### config.mk
export PLATFORM = sky130hd
export DESIGN_NAME = mvm3_ctrl_flat
export DESIGN_NICKNAME = d
export VERILOG_FILES = /design/src/rtl/mvm3_pkg.sv /design/src/rtl/mvm3_ctrl_if.sv /design/src/rtl/mvm3_idx_cnt.sv /design/src/rtl/mvm3_ctrl.sv /design/src/flat_wrapper.sv
export SDC_FILE = /design/constraint.sdc
export NUM_CORES = 1
export LEC_CHECK = 0
export ABC_AREA = 1
export BUFFER_PORTS_ARGS = -buffer_cell sky130_fd_sc_hd__buf_2
export CORE_UTILIZATION = 55
export DETAILED_ROUTE_END_ITERATION = 10
export GPL_ROUTABILITY_DRIVEN = 0
export PLACE_DENSITY = 0.78
export SLEW_MARGIN = 25
export SYNTH_ARGS = -nofsm -noshare
export SYNTH_HDL_FRONTEND = slang
export SYNTH_SLANG_ARGS = --single-unit
### constraint.sdc
create_clock -name clk -period 2 [get_ports clk]
set_input_delay 0.1 -clock clk [delete_from_list [all_inputs] [get_ports clk]]
set_output_delay 0.1 -clock clk [all_outputs]
set_load 0.1 [all_outputs]
### src/rtl/mvm3_pkg.sv
// Shared types and sizing for the 3x3 matrix-vector multiply controller.
package mvm3_pkg;

    localparam int unsigned M       = 3;
    localparam int unsigned M_WORDS = M * M;
    localparam int unsigned AW      = $clog2(M_WORDS);
    localparam int unsigned XW      = $clog2(M);

    typedef enum logic [2:0] {
        LOAD_M,
        LOAD_X,
        COMPUTE,
        DRAIN,
        OUTPUT
    } mvm3_state_t;

endpackage

### src/rtl/mvm3_ctrl_if.sv
// Controller <-> stream/datapath signal bundle.
interface mvm3_ctrl_if;
    import mvm3_pkg::*;

    logic          s_valid;
    logic          s_ready;
    logic          m_valid;
    logic          m_ready;
    logic          wr_en_m;
    logic          wr_en_x;
    logic [AW-1:0] addr_m;
    logic [XW-1:0] addr_x;
    logic          clear_acc;
    logic          en_acc;
    logic [XW-1:0] row_idx;

    // Controller side
    modport master (
        input  s_valid, m_ready,
        output s_ready, m_valid, wr_en_m, wr_en_x, addr_m, addr_x,
               clear_acc, en_acc, row_idx
    );

    // Stream source / sink / datapath side
    modport slave (
        output s_valid, m_ready,
        input  s_ready, m_valid, wr_en_m, wr_en_x, addr_m, addr_x,
               clear_acc, en_acc, row_idx
    );

endinterface

### src/rtl/mvm3_idx_cnt.sv
// Mod-N index counter with synchronous clear and a registered terminal-count flag.
module mvm3_idx_cnt #(
    parameter int unsigned N = 3,
    parameter int unsigned W = (N > 1) ? $clog2(N) : 1
) (
    input  logic         clk,
    input  logic         reset_n,
    input  logic         en_i,
    input  logic         clr_i,
    output logic [W-1:0] cnt_o,
    output logic         last_o
);

    logic [W-1:0] cnt_q, cnt_d;
    logic         last_q, last_d;

    // Next count: clear wins over increment, increment wraps at N-1
    always_comb begin
        cnt_d = cnt_q;
        if (clr_i) begin
            cnt_d = '0;
        end else if (en_i) begin
            cnt_d = last_q ? '0 : cnt_q + W'(1);
        end
        last_d = (cnt_d == W'(N - 1));
    end

    // Count and terminal flag registers
    always_ff @(posedge clk or negedge reset_n) begin
        if (!reset_n) begin
            cnt_q  <= '0;
            last_q <= (N == 1);
        end else begin
            cnt_q  <= cnt_d;
            last_q <= last_d;
        end
    end

    assign cnt_o  = cnt_q;
    assign last_o = last_q;

endmodule

### src/rtl/mvm3_ctrl.sv
// Sequencer for the 3x3 matrix-vector unit: load matrix, load vector, then per row
// issue M reads, drain the MAC pipeline and present the row until accepted.
module mvm3_ctrl
    import mvm3_pkg::*;
(
    input  logic        clk,
    input  logic        reset_n,
    mvm3_ctrl_if.master bus
);

    mvm3_state_t   state_q;
    logic          s_ready_q;
    logic          m_valid_q;
    logic          en_acc_q;
    logic          clear_acc_q;

    logic [AW-1:0] cnt;
    logic [XW-1:0] row;
    logic [XW-1:0] col;
    logic          cnt_last, row_last, col_last;
    logic          cnt_en, cnt_clr, row_en, row_clr, col_en, col_clr;

    logic          xfer_c;
    logic          hs_c;
    logic          wr_en_m_c, wr_en_x_c;
    logic [AW-1:0] addr_m_c;
    logic [XW-1:0] addr_x_c;

    mvm3_idx_cnt #(.N(M_WORDS), .W(AW)) u_cnt (
        .clk     (clk),
        .reset_n (reset_n),
        .en_i    (cnt_en),
        .clr_i   (cnt_clr),
        .cnt_o   (cnt),
        .last_o  (cnt_last)
    );

    mvm3_idx_cnt #(.N(M), .W(XW)) u_row (
        .clk     (clk),
        .reset_n (reset_n),
        .en_i    (row_en),
        .clr_i   (row_clr),
        .cnt_o   (row),
        .last_o  (row_last)
    );

    mvm3_idx_cnt #(.N(M), .W(XW)) u_col (
        .clk     (clk),
        .reset_n (reset_n),
        .en_i    (col_en),
        .clr_i   (col_clr),
        .cnt_o   (col),
        .last_o  (col_last)
    );

    // Handshakes, memory write/read addressing and counter control
    always_comb begin
        xfer_c    = bus.s_valid & s_ready_q;
        hs_c      = m_valid_q & bus.m_ready;
        cnt_en    = 1'b0;
        cnt_clr   = 1'b0;
        row_en    = 1'b0;
        row_clr   = 1'b0;
        col_en    = 1'b0;
        col_clr   = 1'b0;
        wr_en_m_c = 1'b0;
        wr_en_x_c = 1'b0;
        addr_m_c  = '0;
        addr_x_c  = '0;
        unique case (state_q)
            LOAD_M: begin
                wr_en_m_c = xfer_c;
                addr_m_c  = cnt;
                cnt_en    = xfer_c;
            end
            LOAD_X: begin
                wr_en_x_c = xfer_c;
                addr_x_c  = XW'(cnt);
                cnt_en    = xfer_c;
                cnt_clr   = xfer_c & (cnt == AW'(M - 1));
            end
            COMPUTE: begin
                addr_m_c = AW'(row) * AW'(M) + AW'(col);
                addr_x_c = col;
                col_en   = 1'b1;
            end
            OUTPUT: begin
                if (hs_c) begin
                    col_clr = 1'b1;
                    if (row_last) begin
                        row_clr = 1'b1;
                        cnt_clr = 1'b1;
                    end else begin
                        row_en = 1'b1;
                    end
                end
            end
            default: ;
        endcase
    end

    // State sequencing with registered handshake flags and MAC strobe pipeline
    always_ff @(posedge clk or negedge reset_n) begin
        if (!reset_n) begin
            state_q     <= LOAD_M;
            s_ready_q   <= 1'b1;
            m_valid_q   <= 1'b0;
            en_acc_q    <= 1'b0;
            clear_acc_q <= 1'b0;
        end else begin
            en_acc_q    <= (state_q == COMPUTE);
            clear_acc_q <= (state_q == COMPUTE) && (col == '0);
            unique case (state_q)
                LOAD_M: begin
                    if (xfer_c && cnt_last) begin
                        state_q <= LOAD_X;
                    end
                end
                LOAD_X: begin
                    if (cnt_clr) begin
                        state_q   <= COMPUTE;
                        s_ready_q <= 1'b0;
                    end
                end
                COMPUTE: begin
                    if (col_last) begin
                        state_q <= DRAIN;
                    end
                end
                DRAIN: begin
                    state_q   <= OUTPUT;
                    m_valid_q <= 1'b1;
                end
                OUTPUT: begin
                    if (hs_c) begin
                        m_valid_q <= 1'b0;
                        if (row_last) begin
                            state_q   <= LOAD_M;
                            s_ready_q <= 1'b1;
                        end else begin
                            state_q <= COMPUTE;
                        end
                    end
                end
                default: begin
                    state_q   <= LOAD_M;
                    s_ready_q <= 1'b1;
                    m_valid_q <= 1'b0;
                end
            endcase
        end
    end

    assign bus.s_ready   = s_ready_q;
    assign bus.m_valid   = m_valid_q;
    assign bus.wr_en_m   = wr_en_m_c;
    assign bus.wr_en_x   = wr_en_x_c;
    assign bus.addr_m    = addr_m_c;
    assign bus.addr_x    = addr_x_c;
    assign bus.en_acc    = en_acc_q;
    assign bus.clear_acc = clear_acc_q;
    assign bus.row_idx   = row;

endmodule

### src/flat_wrapper.sv
// flat-port wrapper written by rule: the top's interface ports become plain ports
module mvm3_ctrl_flat import mvm3_pkg::*;
  (clk, reset_n, bus_s_valid, bus_m_ready, bus_s_ready, bus_m_valid, bus_wr_en_m, bus_wr_en_x, bus_addr_m, bus_addr_x, bus_clear_acc, bus_en_acc, bus_row_idx);
  mvm3_ctrl_if bus_i ();
  input  logic clk;
  input  logic reset_n;
  input wire logic [$bits(bus_i.s_valid)-1:0] bus_s_valid;
  input wire logic [$bits(bus_i.m_ready)-1:0] bus_m_ready;
  output wire logic [$bits(bus_i.s_ready)-1:0] bus_s_ready;
  output wire logic [$bits(bus_i.m_valid)-1:0] bus_m_valid;
  output wire logic [$bits(bus_i.wr_en_m)-1:0] bus_wr_en_m;
  output wire logic [$bits(bus_i.wr_en_x)-1:0] bus_wr_en_x;
  output wire logic [$bits(bus_i.addr_m)-1:0] bus_addr_m;
  output wire logic [$bits(bus_i.addr_x)-1:0] bus_addr_x;
  output wire logic [$bits(bus_i.clear_acc)-1:0] bus_clear_acc;
  output wire logic [$bits(bus_i.en_acc)-1:0] bus_en_acc;
  output wire logic [$bits(bus_i.row_idx)-1:0] bus_row_idx;
  assign bus_i.s_valid = bus_s_valid;
  assign bus_i.m_ready = bus_m_ready;
  assign bus_s_ready = bus_i.s_ready;
  assign bus_m_valid = bus_i.m_valid;
  assign bus_wr_en_m = bus_i.wr_en_m;
  assign bus_wr_en_x = bus_i.wr_en_x;
  assign bus_addr_m = bus_i.addr_m;
  assign bus_addr_x = bus_i.addr_x;
  assign bus_clear_acc = bus_i.clear_acc;
  assign bus_en_acc = bus_i.en_acc;
  assign bus_row_idx = bus_i.row_idx;
  mvm3_ctrl u_core (.clk(clk), .reset_n(reset_n), .bus(bus_i));
endmodule
==> impl_metrics.py, run 1 <==
metrics = {
    "cts": {
        "clock-sinks": 18,
        "cts_root_buffer": "clkbuf_4",
        "cts_buffers": 3,
        "path_clk_slew_ps": 100,
        "clk_path_buf_depth": 2,
        "cts_tree": "done",
        "cts_htree_levels": 1,
        "insertion_delay_ps": 300,
    },
    "worst_setup_path": {
        "required_ps": 1900,
        "timing.rr.start": "u_core.u_cnt.cnt_o[0]$_DFF_PN0_",
        "cp_slowest_cell": "fa_1",
        "cp_cell_sequence": "fa_1 > ha_4 > inv_2 > fa_2 > o22ai_4 > buf_12",
        "cp.arrival_ps": 2290,
        "worstSetupEndpointType": "primary output",
        "crit_path_start": "u_core.u_row.cnt_o[0]$_DFF_PN0_",
        "worstSetupStartpointType": "flop",
        "cpPeakStageDelay_ps": 550,
        "cp_max_fo": 2,
        "critPathKind": "flop to primary output",
    },
    "grt": {
        "antenna_found_initial": 0,
        "gr-total-overflow": 0,
        "grt_usage_pct": 26.5,
        "grt_pass1_wl_um": 4020,
        "grt_max_degree": 19,
        "grt_pass1_vias": 919,
    },
    "timing": {
        "finalCritPeriodShare_pct": 119,
        "rsz0062_at_grt": "true",
        "tns_ps": -709,
        "skew_ps": 2.62,
        "setup_slack_ps": -389,
        "hold_viol": 0,
        "setup_violations": 3,
        "fmax_mhz": 419,
        "maxSlewHeadroom_pct": 67.8,
        "fin_crit_ps": 2390,
        "worst_slew_pin_slew_ps": 486,
        "finalMaxSlewViolations": 0,
    },
    "worst_hold_path": {
        "min_path_type": "primary input to flop",
        "min_from": "bus_m_ready",
    },
    "drt": {
        "wire_per_inst_um": 13.4,
        "route.detailed.drc": 2,
        "via_count": 1028,
        "first_pass_iters": 7,
        "vias_per_cell": 5.24,
        "drt_iter0_markers": 40,
        "wirelength_um": 2620,
        "ant_nets": 0,
    },
    "yosys": {
        "synth_warnings": 0,
        "avgSynthCellArea_um2": 8.07,
        "synthCells": 144,
        "synth_cell_types": 25,
        "syn_nets": 156,
        "synth_area_um2": 1160,
        "ys_seq_area_share_pct": 38.9,
        "ys_seq_elements": 18,
    },
    "floorplan": {
        "die_area_um2": 2300,
        "ios": 18,
        "initial_core_util_pct": 58.6,
        "die_y_um": 48.0,
        "core_area_um2": 1980,
        "die_x_um": 48.0,
        "fp-row-count": 16,
    },
    "layout": {
        "area_delta_synth_final_pct": 26.5,
        "layout.nets": 182,
        "drive_gt1_share_pct": 34.3,
        "instances_no_fill": 196,
        "n_antenna_cell": 0,
        "fill_cells": 145,
        "postLayoutCellArea_um2": 1470,
    },
    "placement": {
        "io_buffer_count": 17,
        "place_area_um2": 1410,
        "place.detailed.instances": 191,
        "dpl.hpwl_um": 1890,
    },
    "run_status": {
        "status": "complete, but fails checks",
        "violations": "design-rule violations, negative setup slack",
    },
    "job": {
        "max_cap_viol_count": 0,
    },
}
-- registers in the layout, summed over array words and instances (netlist names) --
| name | count |
|---|---|
| u_core.state_q | 3 |
| u_core.u_cnt.last_o | 1 |
| u_core.bus.en_acc | 1 |
| u_core.u_col.cnt_o | 2 |
| u_core.bus.clear_acc | 1 |
| u_core.u_row.last_o | 1 |
| u_core.u_cnt.cnt_o | 4 |
| u_core.bus.s_ready | 1 |
| u_core.u_col.last_o | 1 |
| u_core.u_row.cnt_o | 2 |
| u_core.bus.m_valid | 1 |
-- critical path, delay by kind of cell (launching register included) --
family | cells | cell delay [ps]
compound gates | 1 | 70
fa+ha+maj | 3 | 1220
buf+inv | 2 | 200
flops | 1 | 490
-- cell type report --
| cell class | instances | area, um2 | share of cell area (%) |
|---|---|---|---|
| Multi-Input combinational cell | 96 | 656 | 44.6 |
| Sequential cell | 18 | 459 | 31.2 |
| Timing Repair Buffer | 21 | 168 | 11.4 |
| Inverter | 30 | 118 | 8.00 |
| Clock buffer | 4 | 36.3 | 2.47 |
| Tap cell | 27 | 33.8 | 2.30 |
-- cell usage after synthesis --
library cell   n  share of area (%)
dfstp_2        1                2.3
nor2_4         2                1.9
a21oi_1        3                1.3
nand2_2        1               0.54
ha_1           6                6.5
nand3_2        1               0.86
nand2_4        4                3.9
inv_2          3               0.97
a22oi_1        1               0.65
nand3_4        1                1.5
o22ai_1        3                1.6
nand3_1       11                4.7
fa_1           2                3.4
nor3_2         1               0.86
nor2_2         4                2.2
inv_1         25                8.1
nand2_1       30                9.7
nor2_1        11                3.6
o22ai_2        1                1.1
inv_4          2                1.1
o21ai_0        5                2.2
dfrtp_1       17                 37
o21ai_1        2               0.86
or2_2          1               0.54
nand4_1        6                3.2
-- repair_timing --
action / CTS / global route
gates cloned: 0 / 0
buffers inserted: 0 / 0
hold buffers: 1 / 0
pin swaps: 2 / 2
gates resized for setup: 3 / 2
hold endpoints to repair: 17 / 0
endpoints found under the setup margin: 3 / 5
-- metrics by stage --
stage | utilization, % | worst slack [ps] | hold slack, ps
floorplan | - | -425 | -196
global placement | 71.0 | -55.7 | 49.2
detailed placement | 71.0 | -72.6 | 60.2
CTS | 73.9 | -411 | 180
global route | 74.2 | -440 | 213
finish | 74.2 | -389 | 191
-- final timing paths --
kind | cells after the start | slack, ps | end
max | 6 | -390 | bus_addr_m[2]
min | 4 | 190 | u_core.state_q[2]$_DFFE_PN0P_
max reg2reg | 7 | 460 | u_core.u_cnt.last_o$_DFF_PN0_
min reg2reg | 2 | 480 | u_core.bus.s_ready$_DFFE_PN1P_
max in group asynchronous | 2 | 1420 | u_core.u_row.cnt_o[0]$_DFF_PN0_
min in group asynchronous | 2 | 250 | u_core.bus.en_acc$_DFF_PN0_
-- cell families (layout without fill, tap and decap cells) --
| family | count (synthesis) | after routing | share of synthesized area, % |
|---|---|---|---|
| buffers and inverters | 30 | 55 | 10.1 |
| flip-flops | 18 | 18 | 38.9 |
| adder cells (fa/ha/maj) | 8 | 8 | 9.90 |
| AO/OA/AOI/OAI | 15 | 15 | 7.64 |
| AND/OR/NAND/NOR | 73 | 73 | 33.5 |
-- layout by cell type (no fill, tap or decap), drive strengths merged, types with 6 or more instances in the layout --
master,n
ha,6
nand4,6
inv,30
nand3,13
dfrtp,17
clkbuf,6
nor2,17
o21ai,7
buf,18
nand2,35
-- metal layers --
metal	global-route usage, %	part of all wire (%)	vias up
met3	4.53	5.8	6
met2	44.9	49	39
met5	0	0	-
li1	-	-	510
met4	11.1	1.9	0
met1	33.3	43	473
Power of run 1 is left out: the tool's default activity adds up to more than one toggle a clock period on the data nets, which glitch-free logic cannot reach.
==> inputs of run 2 (changes only) <==
SKIP_CTS_REPAIR_TIMING = 1   (was unset)
==> run 2 against run 1 <==
Effect of this change:
- the run ends with negative setup slack left
- flip-flop and latch count unchanged
- critical endpoint unchanged
- hold slack about the same
- sequential share of layout area unchanged
==> impl_metrics.py, run 2 (synthesis results as in run 1) <==
metrics = {
    "layout": {
        "final_common_cell": "nand2_1",
        "drive_gt1_share_pct": 34.3,
        "final_cell_mix": "29 x nand2_1, 24 x inv_1, 15 x dfrtp_1, 12 x buf_2",
        "area_delta_synth_final_pct": 26.5,
        "instances_no_fill": 196,
        "postLayoutCellArea_um2": 1470,
        "largest_reg_flops": 4,
        "layout.nets": 182,
        "fill_cells": 145,
        "n_antenna_cell": 0,
    },
    "drt": {
        "route.detailed.drc": 0,
        "via_count": 1032,
        "wirelength_um": 2630,
        "first_pass_iters": 6,
        "wire_per_inst_um": 13.4,
        "ant_nets": 0,
        "drt_iter0_markers": 31,
        "vias_per_cell": 5.27,
    },
    "floorplan": {
        "die_area_um2": 2300,
        "die_y_um": 48.0,
        "initial_core_util_pct": 58.6,
        "ios": 18,
        "fp-row-count": 16,
        "core_area_um2": 1980,
        "die_x_um": 48.0,
    },
    "timing": {
        "fmax_mhz": 417,
        "setup_violations": 3,
        "worst_slew_pin_slew_ps": 486,
        "fin_crit_ps": 2400,
        "worst_hold_slack_ps": 191,
        "finalCritPeriodShare_pct": 120,
        "maxSlewHeadroom_pct": 67.8,
        "setup_slack_ps": -400,
        "finalMaxSlewViolations": 0,
        "skew_ps": 4.17,
        "rsz0062_at_grt": "true",
        "hold_viol": 0,
    },
    "worst_setup_path": {
        "required_ps": 1900,
        "cpPeakStageDelay_ps": 550,
        "worstSetupEndpointType": "primary output",
        "worstSetupStartpointType": "flop",
        "r2r_slack_ps": 460,
        "endpoint": "bus_addr_m[2]",
        "critPathKind": "flop to primary output",
        "crit_cells": 6,
        "cp_num_buf_inv": 2,
        "rr_endpoint": "u_core.u_cnt.last_o$_DFF_PN0_",
        "cp_slowest_cell": "fa_1",
        "timing.rr.start": "u_core.u_cnt.cnt_o[0]$_DFF_PN0_",
        "cp.arrival_ps": 2300,
        "cp_cell_sequence": "fa_1 > ha_4 > inv_2 > fa_2 > o22ai_4 > buf_12",
        "cp_top_family": "adder cells",
        "cp_max_fo": 2,
        "reg2reg_depth": 7,
        "crit_path_start": "u_core.u_row.cnt_o[1]$_DFF_PN0_",
    },
    "placement": {
        "place.detailed.instances": 191,
        "place_area_um2": 1410,
        "dp_slack_ps": -72.6,
        "dpl.hpwl_um": 1890,
        "io_buffer_count": 17,
    },
    "cts": {
        "cts_root_buffer": "clkbuf_4",
        "clk_path_buf_depth": 2,
        "clock-sinks": 18,
        "insertion_delay_ps": 300,
        "cts_tree": "done",
        "path_clk_slew_ps": 110,
        "cts_htree_levels": 1,
        "cts_buffers": 3,
    },
    "job": {
        "max_cap_viol_count": 0,
    },
    "worst_hold_path": {
        "min_from": "bus_m_ready",
        "min_path_type": "primary input to flop",
    },
    "grt": {
        "grt_pass1_vias": 899,
        "grt_max_degree": 19,
        "antenna_found_initial": 0,
        "grt_pass1_wl_um": 3980,
        "gr-total-overflow": 0,
        "grt_usage_pct": 26.4,
    },
    "run_status": {
        "violations": "negative setup slack",
        "status": "complete, but fails checks",
    },
}
==> run 2: cell counts in the layout (fill, tap and decap cells not counted) <==
Identical to the previous run, type by type.
==> run 2: layer usage <==
layer,up-vias,track usage (%),routed length [um]
met5,-,0,0
met4,0,11.1,49
met3,6,4.53,119
met2,33,44.1,1270
met1,485,33.6,1190
li1,508,-,-
==> run 2: worst min-delay path, cell delays in order <==
cell	delay (ps)
buf_2	80
nand2_1	100
nand2_2	130
nand2_1	60
==> run 2: layout make-up <==
type	count	area (um2)	share of cell area [%]
inverters	30	118	8.00
multi-input cells	96	656	44.6
repair buffers	21	168	11.4
flip-flops and latches	18	459	31.2
well taps	27	33.8	2.30
clock buffers	4	36.3	2.47
==> run 2: worst min-delay path by stage <==
stage	end	slack [ps]	cells after the start
finish	u_core.state_q[2]$_DFFE_PN0P_	190	4
global route	u_core.state_q[2]$_DFFE_PN0P_	210	4
CTS	u_core.bus.en_acc$_DFF_PN0_	-270	1
detailed placement	u_core.bus.en_acc$_DFF_PN0_	60	1
global placement	u_core.bus.clear_acc$_DFF_PN0_	50	1
floorplan	u_core.bus.clear_acc$_DFF_PN0_	-200	0
==> run 2: stage by stage <==
stage | utilization, % | setup TNS [ps]
floorplan | - | -785
global placement | 71.0 | -55.7
detailed placement | 71.0 | -74.8
CTS | 72.8 | -805
global route | 74.2 | -928
finish | 74.2 | -772
Power of run 2 is left out for the same reason.
